$ cat src/rtl/move_sequencer_if.sv
// Command/status bundle between the instruction controller (master) and the
// move sequencer (slave).
interface move_sequencer_if #(
    parameter int COUNT_W = 8,
    parameter int DELAY_W = 20,
    parameter int POS_W   = 8
);
    // Handshake: a command transfers on the clk edge where cmd_valid && cmd_ready;
    // cmd_op/cmd_count/delay_period must be stable whenever cmd_valid is high,
    // and cmd_ready is only asserted while the sequencer is idle.
    logic               cmd_valid;
    logic               cmd_ready;
    logic [1:0]         cmd_op;
    logic [COUNT_W-1:0] cmd_count;
    logic [DELAY_W-1:0] delay_period;
    logic               abort;
    logic [POS_W-1:0]   position;
    logic               direction;
    logic               step_pulse;
    logic [COUNT_W-1:0] remaining;
    logic               busy;
    logic               done;
    logic               aborted;

    modport master (
        output cmd_valid, cmd_op, cmd_count, delay_period, abort,
        input  cmd_ready, position, direction, step_pulse, remaining,
               busy, done, aborted
    );

    modport slave (
        input  cmd_valid, cmd_op, cmd_count, delay_period, abort,
        output cmd_ready, position, direction, step_pulse, remaining,
               busy, done, aborted
    );
endinterface

$ cat src/rtl/move_sequencer.sv
// Move/pause micro-sequencer: steps a wrapping position register toward a
// signed step count with a programmable inter-step delay and abort.
module move_sequencer #(
    parameter int COUNT_W = 8,
    parameter int DELAY_W = 20,
    parameter int POS_W   = 8
) (
    input  logic            clk,
    input  logic            reset_n,
    move_sequencer_if.slave bus,
    output logic [2:0]      state_o
);

    typedef enum logic [2:0] {
        S_IDLE       = 3'd0,
        S_STEP       = 3'd1,
        S_WAIT       = 3'd2,
        S_PAUSE_WAIT = 3'd3,
        S_DONE       = 3'd4
    } state_t;

    localparam logic [1:0] OP_FULL  = 2'b00;
    localparam logic [1:0] OP_HALF  = 2'b01;
    localparam logic [1:0] OP_PAUSE = 2'b10;

    state_t             state_q, state_d;
    logic [POS_W-1:0]   position_q, position_d;
    logic [COUNT_W-1:0] remaining_q, remaining_d;
    logic               direction_q, direction_d;
    logic [DELAY_W-1:0] counter_q, counter_d;
    logic [DELAY_W-1:0] period_q, period_d;
    logic               mode_q, mode_d;
    logic               aborted_q, aborted_d;
    logic               step_pulse;
    logic [POS_W-1:0]   inc;
    logic [COUNT_W-1:0] rem_toward_zero;

    // mode_q = 1 selects half-stepping.
    assign inc = mode_q ? POS_W'(1) : POS_W'(2);

    // Moving toward zero by sign means -2^(COUNT_W-1) can never overflow.
    assign rem_toward_zero = remaining_q[COUNT_W-1] ? remaining_q + COUNT_W'(1)
                                                    : remaining_q - COUNT_W'(1);

    always_ff @(posedge clk) begin
        if (!reset_n) begin
            state_q     <= S_IDLE;
            position_q  <= '0;
            remaining_q <= '0;
            direction_q <= 1'b0;
            counter_q   <= '0;
            period_q    <= '0;
            mode_q      <= 1'b0;
            aborted_q   <= 1'b0;
        end else begin
            state_q     <= state_d;
            position_q  <= position_d;
            remaining_q <= remaining_d;
            direction_q <= direction_d;
            counter_q   <= counter_d;
            period_q    <= period_d;
            mode_q      <= mode_d;
            aborted_q   <= aborted_d;
        end
    end

    always_comb begin
        state_d     = state_q;
        position_d  = position_q;
        remaining_d = remaining_q;
        direction_d = direction_q;
        counter_d   = counter_q;
        period_d    = period_q;
        mode_d      = mode_q;
        aborted_d   = aborted_q;
        step_pulse  = 1'b0;

        case (state_q)
            S_IDLE: begin
                if (bus.cmd_valid) begin
                    aborted_d = 1'b0;
                    case (bus.cmd_op)
                        OP_FULL, OP_HALF: begin
                            mode_d      = bus.cmd_op[0];
                            period_d    = bus.delay_period;
                            remaining_d = bus.cmd_count;
                            direction_d = bus.cmd_count[COUNT_W-1];
                            state_d     = S_STEP;
                        end
                        OP_PAUSE: begin
                            period_d  = bus.delay_period;
                            counter_d = bus.delay_period;
                            state_d   = S_PAUSE_WAIT;
                        end
                        default: state_d = S_DONE;
                    endcase
                end
            end

            S_STEP: begin
                if (bus.abort) begin
                    aborted_d = 1'b1;
                    state_d   = S_DONE;
                end else if (remaining_q == '0) begin
                    state_d = S_DONE;
                end else begin
                    step_pulse  = 1'b1;
                    position_d  = direction_q ? position_q - inc : position_q + inc;
                    remaining_d = rem_toward_zero;
                    counter_d   = period_q;
                    state_d     = S_WAIT;
                end
            end

            S_WAIT: begin
                if (bus.abort) begin
                    aborted_d = 1'b1;
                    state_d   = S_DONE;
                end else if (counter_q == '0) begin
                    state_d = S_STEP;
                end else begin
                    counter_d = counter_q - DELAY_W'(1);
                end
            end

            S_PAUSE_WAIT: begin
                if (bus.abort) begin
                    aborted_d = 1'b1;
                    state_d   = S_DONE;
                end else if (counter_q == '0) begin
                    state_d = S_DONE;
                end else begin
                    counter_d = counter_q - DELAY_W'(1);
                end
            end

            S_DONE: state_d = S_IDLE;

            default: state_d = S_IDLE;
        endcase
    end

    assign bus.cmd_ready  = (state_q == S_IDLE);
    assign bus.busy       = (state_q != S_IDLE);
    assign bus.done       = (state_q == S_DONE);
    assign bus.step_pulse = step_pulse;
    assign bus.position   = position_q;
    assign bus.remaining  = remaining_q;
    assign bus.direction  = direction_q;
    assign bus.aborted    = aborted_q;
    assign state_o        = state_q;

endmodule

$ cat src/flat_wrapper.sv
// flat-port wrapper written by rule: the top's interface ports become plain ports
module move_sequencer_flat 
#(
    parameter int COUNT_W = 8,
    parameter int DELAY_W = 20,
    parameter int POS_W   = 8
)
  (clk, reset_n, state_o, bus_cmd_valid, bus_cmd_op, bus_cmd_count, bus_delay_period, bus_abort, bus_cmd_ready, bus_position, bus_direction, bus_step_pulse, bus_remaining, bus_busy, bus_done, bus_aborted);
  move_sequencer_if #(.COUNT_W(COUNT_W), .DELAY_W(DELAY_W), .POS_W(POS_W)) bus_i ();
  input  logic clk;
  input  logic reset_n;
  output logic [2:0] state_o;
  input wire logic [$bits(bus_i.cmd_valid)-1:0] bus_cmd_valid;
  input wire logic [$bits(bus_i.cmd_op)-1:0] bus_cmd_op;
  input wire logic [$bits(bus_i.cmd_count)-1:0] bus_cmd_count;
  input wire logic [$bits(bus_i.delay_period)-1:0] bus_delay_period;
  input wire logic [$bits(bus_i.abort)-1:0] bus_abort;
  output wire logic [$bits(bus_i.cmd_ready)-1:0] bus_cmd_ready;
  output wire logic [$bits(bus_i.position)-1:0] bus_position;
  output wire logic [$bits(bus_i.direction)-1:0] bus_direction;
  output wire logic [$bits(bus_i.step_pulse)-1:0] bus_step_pulse;
  output wire logic [$bits(bus_i.remaining)-1:0] bus_remaining;
  output wire logic [$bits(bus_i.busy)-1:0] bus_busy;
  output wire logic [$bits(bus_i.done)-1:0] bus_done;
  output wire logic [$bits(bus_i.aborted)-1:0] bus_aborted;
  assign bus_i.cmd_valid = bus_cmd_valid;
  assign bus_i.cmd_op = bus_cmd_op;
  assign bus_i.cmd_count = bus_cmd_count;
  assign bus_i.delay_period = bus_delay_period;
  assign bus_i.abort = bus_abort;
  assign bus_cmd_ready = bus_i.cmd_ready;
  assign bus_position = bus_i.position;
  assign bus_direction = bus_i.direction;
  assign bus_step_pulse = bus_i.step_pulse;
  assign bus_remaining = bus_i.remaining;
  assign bus_busy = bus_i.busy;
  assign bus_done = bus_i.done;
  assign bus_aborted = bus_i.aborted;
  move_sequencer #(.COUNT_W(COUNT_W), .DELAY_W(DELAY_W), .POS_W(POS_W)) u_core (.clk(clk), .reset_n(reset_n), .bus(bus_i), .state_o(state_o));
endmodule
$ cat config.mk
export PLATFORM = sky130hd
export DESIGN_NAME = move_sequencer_flat
export DESIGN_NICKNAME = d
export VERILOG_FILES = /design/src/rtl/move_sequencer_if.sv /design/src/rtl/move_sequencer.sv /design/src/flat_wrapper.sv
export SDC_FILE = /design/constraint.sdc
export NUM_CORES = 1
export LEC_CHECK = 0
export CORE_UTILIZATION = 55
export CTS_CLUSTER_DIAMETER = 50
export CTS_CLUSTER_SIZE = 10
export DETAILED_ROUTE_END_ITERATION = 10
export GPL_ROUTABILITY_DRIVEN = 1
export PLACE_DENSITY_LB_ADDON = 0.15
export RECOVER_POWER = 25
export REMOVE_ABC_BUFFERS = 1
export SYNTH_ARGS = -nofsm -noshare
export SYNTH_HDL_FRONTEND = slang
export SYNTH_SLANG_ARGS = --single-unit
$ cat constraint.sdc
create_clock -name clk -period 2.7 [get_ports clk]
set_input_delay 0.54 -clock clk [delete_from_list [all_inputs] [get_ports clk]]
set_output_delay 0.54 -clock clk [all_outputs]
set_load 0.01 [all_outputs]
==> impl_metrics.toml <==
[outcome]
status = "completed"

[die]
dieArea_um2 = 7620
placementRows = 30
die-height_um = 87.3
coreArea_um2 = 6910
ios = 59
start_util = 0.579
die_w_um = 87.3

[timing]
fmax_mhz = 391
finalHoldViolCount = 0
finalCritPeriodShare = 0.947
worst_pin_slew_ps = 737
rsz0062_at_grt = "false"
finalMaxSlewViolations = 0
finalSetupViolCount = 0
fin_crit_ps = 2560
fin_ws_ps = 142
skew_ps = 6.75
finalSetupTns_ps = 0
slew_headroom = 0.507

[setup_path]
endpoint_kind = "output port"
crit_cells = 7
worstPathCellList = "inv_1 -> ha_1 -> nor4b_2 -> a21oi_1 -> nand2_1 -> inv_1 -> clkdlybuf4s50_1"
cp_max_fo = 4
critPathSlowestCell = "clkdlybuf4s50_1"
path_buf_inv = 3
reg2reg_from = "u_core.counter_q[0]$_SDFFE_PN0P_"
rr_endpoint = "u_core.counter_q[8]$_SDFFE_PN0P_"
cp_common_cell = "inv_1"
r2r_cells = 7
critical_path.top_delay_family = "buffers and inverters"
cpPeakStageDelay_ps = 530
r2r_slack_ps = 340
crit_path_start_kind = "flip-flop"
worstPathArrival_ps = 2020
worstSetupPathType = "flip-flop to output port"
required_ps = 2160

[cells_and_area]
fill_cells = 579
drive_gt1_frac = 0.118
n_antenna_cell = 0
finish.utilization = 0.716
fin_area_um2 = 4950
area_growth_pct = 23.7
nNetsFinal = 625

[place]
placed_cell_area_um2 = 4750
pre_cts_ws_ps = 289
dp_hpwl_um = 7930
port_buffers = 58
gp_congestion = 0.890

[hold_path]
hold_path.class = "flip-flop to flip-flop"
min_to = "u_core.period_q[8]$_SDFFE_PN0P_"
min_path_cells = 2
hp-start = "u_core.period_q[8]$_SDFFE_PN0P_"

[grt]
antenna_found_initial = 0
track_usage = 0.317
grt_max_degree = 21
grt_overflow = 0
grt_pass1_vias = 3973
grt_pass1_wl_um = 19000

[route]
drtPass1Iterations = 5
viasPerCell = 6.30
route.final.wire_length_um = 11400
vias = 4249
drc_errors = 0
drt_iter0_markers = 317
wl_per_cell_um = 16.9
ant_nets = 0

[yosys]
synth.most_common_cell = "nand2_1"
ys_types = 67
synth-seq-cells = 62
ys_seq_area_frac = 0.310
synthCells = 511
async_flop_share = 0
muxShareOfSynthArea = 0.0128
synth_top_family_by_area = "compound AO/OA/AOI/OAI gates"
synth_top_area_frac = 0.310
synth_top_area_cell = "dfxtp_1"
yosys-top-cells-count = "nand2_1, dfxtp_1, a21oi_1"
ys_warn_count = 0
syn_avg_cell_area_um2 = 7.83
synth-simple-area-share = 0.211
netlist_area_um2 = 4000
synth-compound-area-share = 0.334
synth-xor-area-share = 0.0131
synthAdderAreaFrac = 0.0601
synth_edf_count = 0
synth_flop_cell = "dfxtp_1"
synthTopCellsByArea = "dfxtp_1, a21oi_1, nand2_1, ha_1, o21ai_0"

[cts]
clkSlewWorstSetupHoldPaths_ps = 70
cts_tree = "yes"
post-cts-setup-buffers = 0
cts_num_sinks = 62
clockBufferDepth = 2
clk_latency_ps = 350
numCtsBuffers = 9
cts-htree-levels = 3
ctsRootBufferMaster = "clkbuf_8"
cts.repair.resized = 0
cts_hold_buf = 0

[power_and_ir_drop]
total_power_w = 0.00512
ir_drop_v = 0.000493
p_leak_nw = 1.91
power.density_nw_per_um2 = 1030

[job]
cap_violations = 0
==> state kept, by name, summed over array words and instances, names as in the netlist <==
signal	cells
u_core.counter_q	20
u_core.period_q	20
u_core.bus.position	8
u_core.bus.remaining	8
u_core.state_o	3
u_core.bus.aborted	1
u_core.bus.direction	1
u_core.mode_q	1
==> area by class of cell <==
| class | instances | area, µm² | area share |
|---|---|---|---|
| multi-input cells | 395 | 2530 | 0.512 |
| well taps | 96 | 120 | 0.0243 |
| clock buffers | 10 | 138 | 0.0278 |
| repair buffers | 86 | 783 | 0.158 |
| clock inverters | 6 | 61.3 | 0.0124 |
| flip-flops and latches | 62 | 1240 | 0.251 |
| inverters | 19 | 71.3 | 0.0144 |
==> how the worst max path moves through the flow <==
| stage | start | slack (ps) | end |
|---|---|---|---|
| finish | u_core.bus.remaining[6]$_SDFFE_PN0P_ | 140 | bus_step_pulse |
| global placement | bus_abort | 310 | bus_step_pulse |
| CTS | u_core.bus.remaining[6]$_SDFFE_PN0P_ | 80 | bus_step_pulse |
| global route | u_core.bus.remaining[6]$_SDFFE_PN0P_ | 2 | bus_step_pulse |
| floorplan | u_core.state_o[0]$_SDFFE_PN0P_ | 150 | bus_step_pulse |
| detailed placement | bus_cmd_op[1] | 290 | u_core.counter_q[8]$_SDFFE_PN0P_ |
==> stage by stage <==
stage	std cells	hold slack, ps
floorplan	476	436
global placement	658	441
detailed placement	658	448
CTS	674	459
global route	674	484
finish	674	457
==> logic make-up (layout without fill, tap and decap cells) <==
logic type / after synthesis / count (layout)
AOI/OAI and AO/OA: 199 / 199
and+or+nand+nor: 167 / 167
DFF: 62 / 62
buffers and inverters: 54 / 121
adders and majority gates: 18 / 18
xor gates and xnor gates: 6 / 6
muxes: 5 / 5
==> report_power, final <==
part	total [W]	leakage [nW]	switching, W	internal, W
sequential	0.00144	0.507	0.000294	0.00115
combinational	0.00284	1.30	0.00162	0.00122
clock	0.000836	0.102	0.000388	0.000448
total	0.00512	1.91	0.00230	0.00282
==> worst min-delay path: stages (launching register included) <==
cell and delay (ps):
dfxtp_1 310, nand2_1 50, a21oi_1 50
==> cells in the final DEF (no fill, tap or decap), types with 5 or more instances in the layout <==
master | netlist | routed
a211oi_1 | 13 | 13
o21ai_0 | 27 | 27
o22a_1 | 8 | 8
dfxtp_1 | 62 | 61
o221ai_1 | 5 | 5
a21o_1 | 6 | 6
nor2_1 | 25 | 25
o31ai_1 | 7 | 7
a31oi_1 | 15 | 15
xnor2_1 | 6 | 6
nand2_1 | 71 | 71
clkbuf_8 | 0 | 10
ha_1 | 16 | 16
nand2b_1 | 10 | 10
a21oi_1 | 54 | 54
clkdlybuf4s50_1 | 0 | 45
a22oi_1 | 5 | 5
o22ai_1 | 15 | 15
nand3_1 | 11 | 11
inv_1 | 19 | 19
or3_1 | 6 | 6
nor3_1 | 13 | 13
buf_4 | 0 | 26
dlygate4sd3_1 | 0 | 13
a31o_2 | 11 | 11
==> routing by layer <==
metal,share of wire,routed length [µm],vias to the layer above,GRT usage
li1,-,-,2039,-
met1,0.43,4890,1987,0.420
met2,0.47,5410,203,0.510
met3,0.081,922,20,0.0607
met4,0.015,167,0,0.124
met5,0,0,-,0
No activity file was read; power rests on OpenSTA's default activity.
==> RTL edit, RTL diff (config.mk and constraints unchanged) <==
`POS_W` is set to 8 in 3 places; all go to 10.
--- a/src/rtl/move_sequencer_if.sv
+++ b/src/rtl/move_sequencer_if.sv
@@ -3,7 +3,7 @@
 interface move_sequencer_if #(
     parameter int COUNT_W = 8,
     parameter int DELAY_W = 20,
-    parameter int POS_W   = 8
+    parameter int POS_W   = 10
 );
     // Handshake: a command transfers on the clk edge where cmd_valid && cmd_ready;
     // cmd_op/cmd_count/delay_period must be stable whenever cmd_valid is high,
--- a/src/rtl/move_sequencer.sv
+++ b/src/rtl/move_sequencer.sv
@@ -3,7 +3,7 @@
 module move_sequencer #(
     parameter int COUNT_W = 8,
     parameter int DELAY_W = 20,
-    parameter int POS_W   = 8
+    parameter int POS_W   = 10
 ) (
     input  logic            clk,
     input  logic            reset_n,
--- a/src/flat_wrapper.sv
+++ b/src/flat_wrapper.sv
@@ -3,7 +3,7 @@
 #(
     parameter int COUNT_W = 8,
     parameter int DELAY_W = 20,
-    parameter int POS_W   = 8
+    parameter int POS_W   = 10
 )
   (clk, reset_n, state_o, bus_cmd_valid, bus_cmd_op, bus_cmd_count, bus_delay_period, bus_abort, bus_cmd_ready, bus_position, bus_direction, bus_step_pulse, bus_remaining, bus_busy, bus_done, bus_aborted);
   move_sequencer_if #(.COUNT_W(COUNT_W), .DELAY_W(DELAY_W), .POS_W(POS_W)) bus_i ();
Ports: changed (resized bus_position); port bits go from 59 to 61. No check against the original RTL was run, so the function may have changed too.
==> RTL edit against the unedited design <==
First-iteration DRC count fell by 0.32%. Die area fell by 4.9%. Worst setup slack got worse by 0.0012 ns. Wire length fell by 12%. Design area fell by 4.8%. Critical endpoint unchanged. Count of clock-buffer cells in the layout rose by 1. Final cell count fell by 6.4%. Global-route usage fell by 2.7 points. Critical path type unchanged. Sequential cell count rose by 2. Synthesized area fell by 5.1%.
Power is not compared: it rests on default switching activity, and its combinational part moved more than twofold at a synthesized area within 25%.
==> RTL edit: results (changes against the unedited design) <==
[run_status]
outcome=finished, final reports clean  ; unchanged

[cts]
cts_setup_buffers=0  ; unchanged
root_buffer=clkbuf_8  ; unchanged
clockBufferDepth=2  ; unchanged

[critical_path]
rr_worst_depth=6  ; was 7
crit_path_max_fanout=8  ; was 4
rrSetupSlack_ns=0.23  ; was 0.34 ns
r2r_end=u_core.counter_q[12]$_SDFFE_PN0P_  ; was u_core.counter_q[8]$_SDFFE_PN0P_
r2r_start=u_core.counter_q[11]$_SDFFE_PN0P_  ; was u_core.counter_q[0]$_SDFFE_PN0P_

[placed_design]
hpwlAfterDp_um=6870  ; was 7930 um
io_buffers=60  ; was 58
detailedPlace.worstSlack_ns=0.165  ; was 0.289 ns
postPlaceCellArea_um2=4520  ; was 4750 um^2
placed_cells=616  ; was 658
place.gp.congestion=0.877  ; was 0.890

[routing]
highest_layer=met4  ; unchanged
drt_iter0_drc=316  ; was 317
met1_length_um=4490  ; was 4890 um
num_vias=3830  ; was 4249
wl_met3_um=571  ; was 922 um
wire_per_inst_um=16.0  ; was 16.9 um
drtPass1Iterations=6  ; was 5
routed-wl-met2_um=4870  ; was 5410 um

[global_route]
grt_max_degree=52  ; was 21
grtUsageMet2_pct=48.2  ; was 51.0%
grt_use_met3_pct=5.74  ; was 6.07%
grt_usage_pct=29.1  ; was 31.7%
grt_use_met1_pct=37.6  ; was 42.0%
grt_pass1_wl_um=16800  ; was 19000 um
grt_pass1_vias=3609  ; was 3973
grt_antenna_before_repair=0  ; unchanged

[cells_and_area]
final_nets=604  ; was 625
drive_above_1_share_pct=8.12  ; was 11.8%
finalNonFillerCells=631  ; was 674

[worst_hold_path]
min_to=u_core.period_q[15]$_SDFFE_PN0P_  ; was u_core.period_q[8]$_SDFFE_PN0P_
min_from=u_core.period_q[15]$_SDFFE_PN0P_  ; was u_core.period_q[8]$_SDFFE_PN0P_
hold_depth=2  ; unchanged

[sta]
fin_skew_ns=0.00823  ; was 0.00675 ns
worst_pin_slew_ns=1.09  ; was 0.737 ns
holdWs_ns=0.458  ; was 0.457 ns

[synth]
synth_xor_area_share_pct=1.85  ; was 1.31%
synth-main-ff-cell=dfxtp_1  ; unchanged
synthAdderAreaFrac_pct=6.99  ; was 6.01%
synth_top_cells_by_count=75 x nand2_1, 64 x dfxtp_1, 63 x a21oi_1  ; was 71 x nand2_1, 62 x dfxtp_1, 54 x a21oi_1
postSynthCellCount=488  ; was 511
ys_seq_area_share_pct=33.8  ; was 31.0%
synth-compound-area-share_pct=26.4  ; was 33.4%
synth_cell_types=61  ; was 67
synth.area.top_cells=dfxtp_1 34%, a21oi_1 8.3%, nand2_1 7.4%  ; was dfxtp_1 31%, a21oi_1 6.8%, nand2_1 6.7%
synthMuxAreaShare_pct=3.46  ; was 1.28%

[power_and_ir_drop]
leakagePower_nw=1.84

-- RTL edit: cell count changes after synthesis, moves of 5 or more --
cell,before,now
nor4_1,3,8
clkbuf_1,17,22
a21oi_1,54,63
a31oi_1,15,8
mux2i_1,4,12
nand3_1,11,4
nor2_1,25,46
o22ai_1,15,7
o22a_1,8,0
buf_2,12,4
a31o_2,11,1
a211oi_1,13,4
-- RTL edit: worst max-delay path, cell delays in order (launching register included) --
cell and delay [ns]:
dfxtp_1 0.36, inv_2 0.11, ha_1 0.18, and3_1 0.25, nor3_4 0.20, clkdlybuf4s50_1 0.57
-- RTL edit: layout make-up --
type	instances	area (um^2)
Multi-Input combinational cell	378	2330
Sequential cell	64	1280
Clock inverter	4	45.0
Fill cell	529	1790
Clock buffer	11	141
Tap cell	77	96.3
Timing Repair Buffer	81	756
Inverter	16	60.1
-- RTL edit: worst max path at each step --
stage	depth (start not counted)	to	slack (ns)	start
final	5	bus_step_pulse	0.14	u_core.bus.remaining[7]$_SDFFE_PN0P_
after global routing	5	bus_step_pulse	0.02	u_core.bus.remaining[7]$_SDFFE_PN0P_
after CTS	5	bus_step_pulse	0.03	u_core.bus.remaining[7]$_SDFFE_PN0P_
after detailed placement	6	u_core.counter_q[12]$_SDFFE_PN0P_	0.17	bus_cmd_op[0]
after global placement	6	u_core.counter_q[16]$_SDFFE_PN0P_	0.22	bus_cmd_op[0]
after floorplan	6	u_core.bus.position[9]$_SDFFE_PN0P_	0.14	u_core.state_o[0]$_SDFFE_PN0P_
-- RTL edit: timing repair --
action / 4_1_cts / 5_1_grt
endpoints found under the setup margin: 0 / 1
gates resized for setup: 0 / 2
hold buffers: 0 / 0
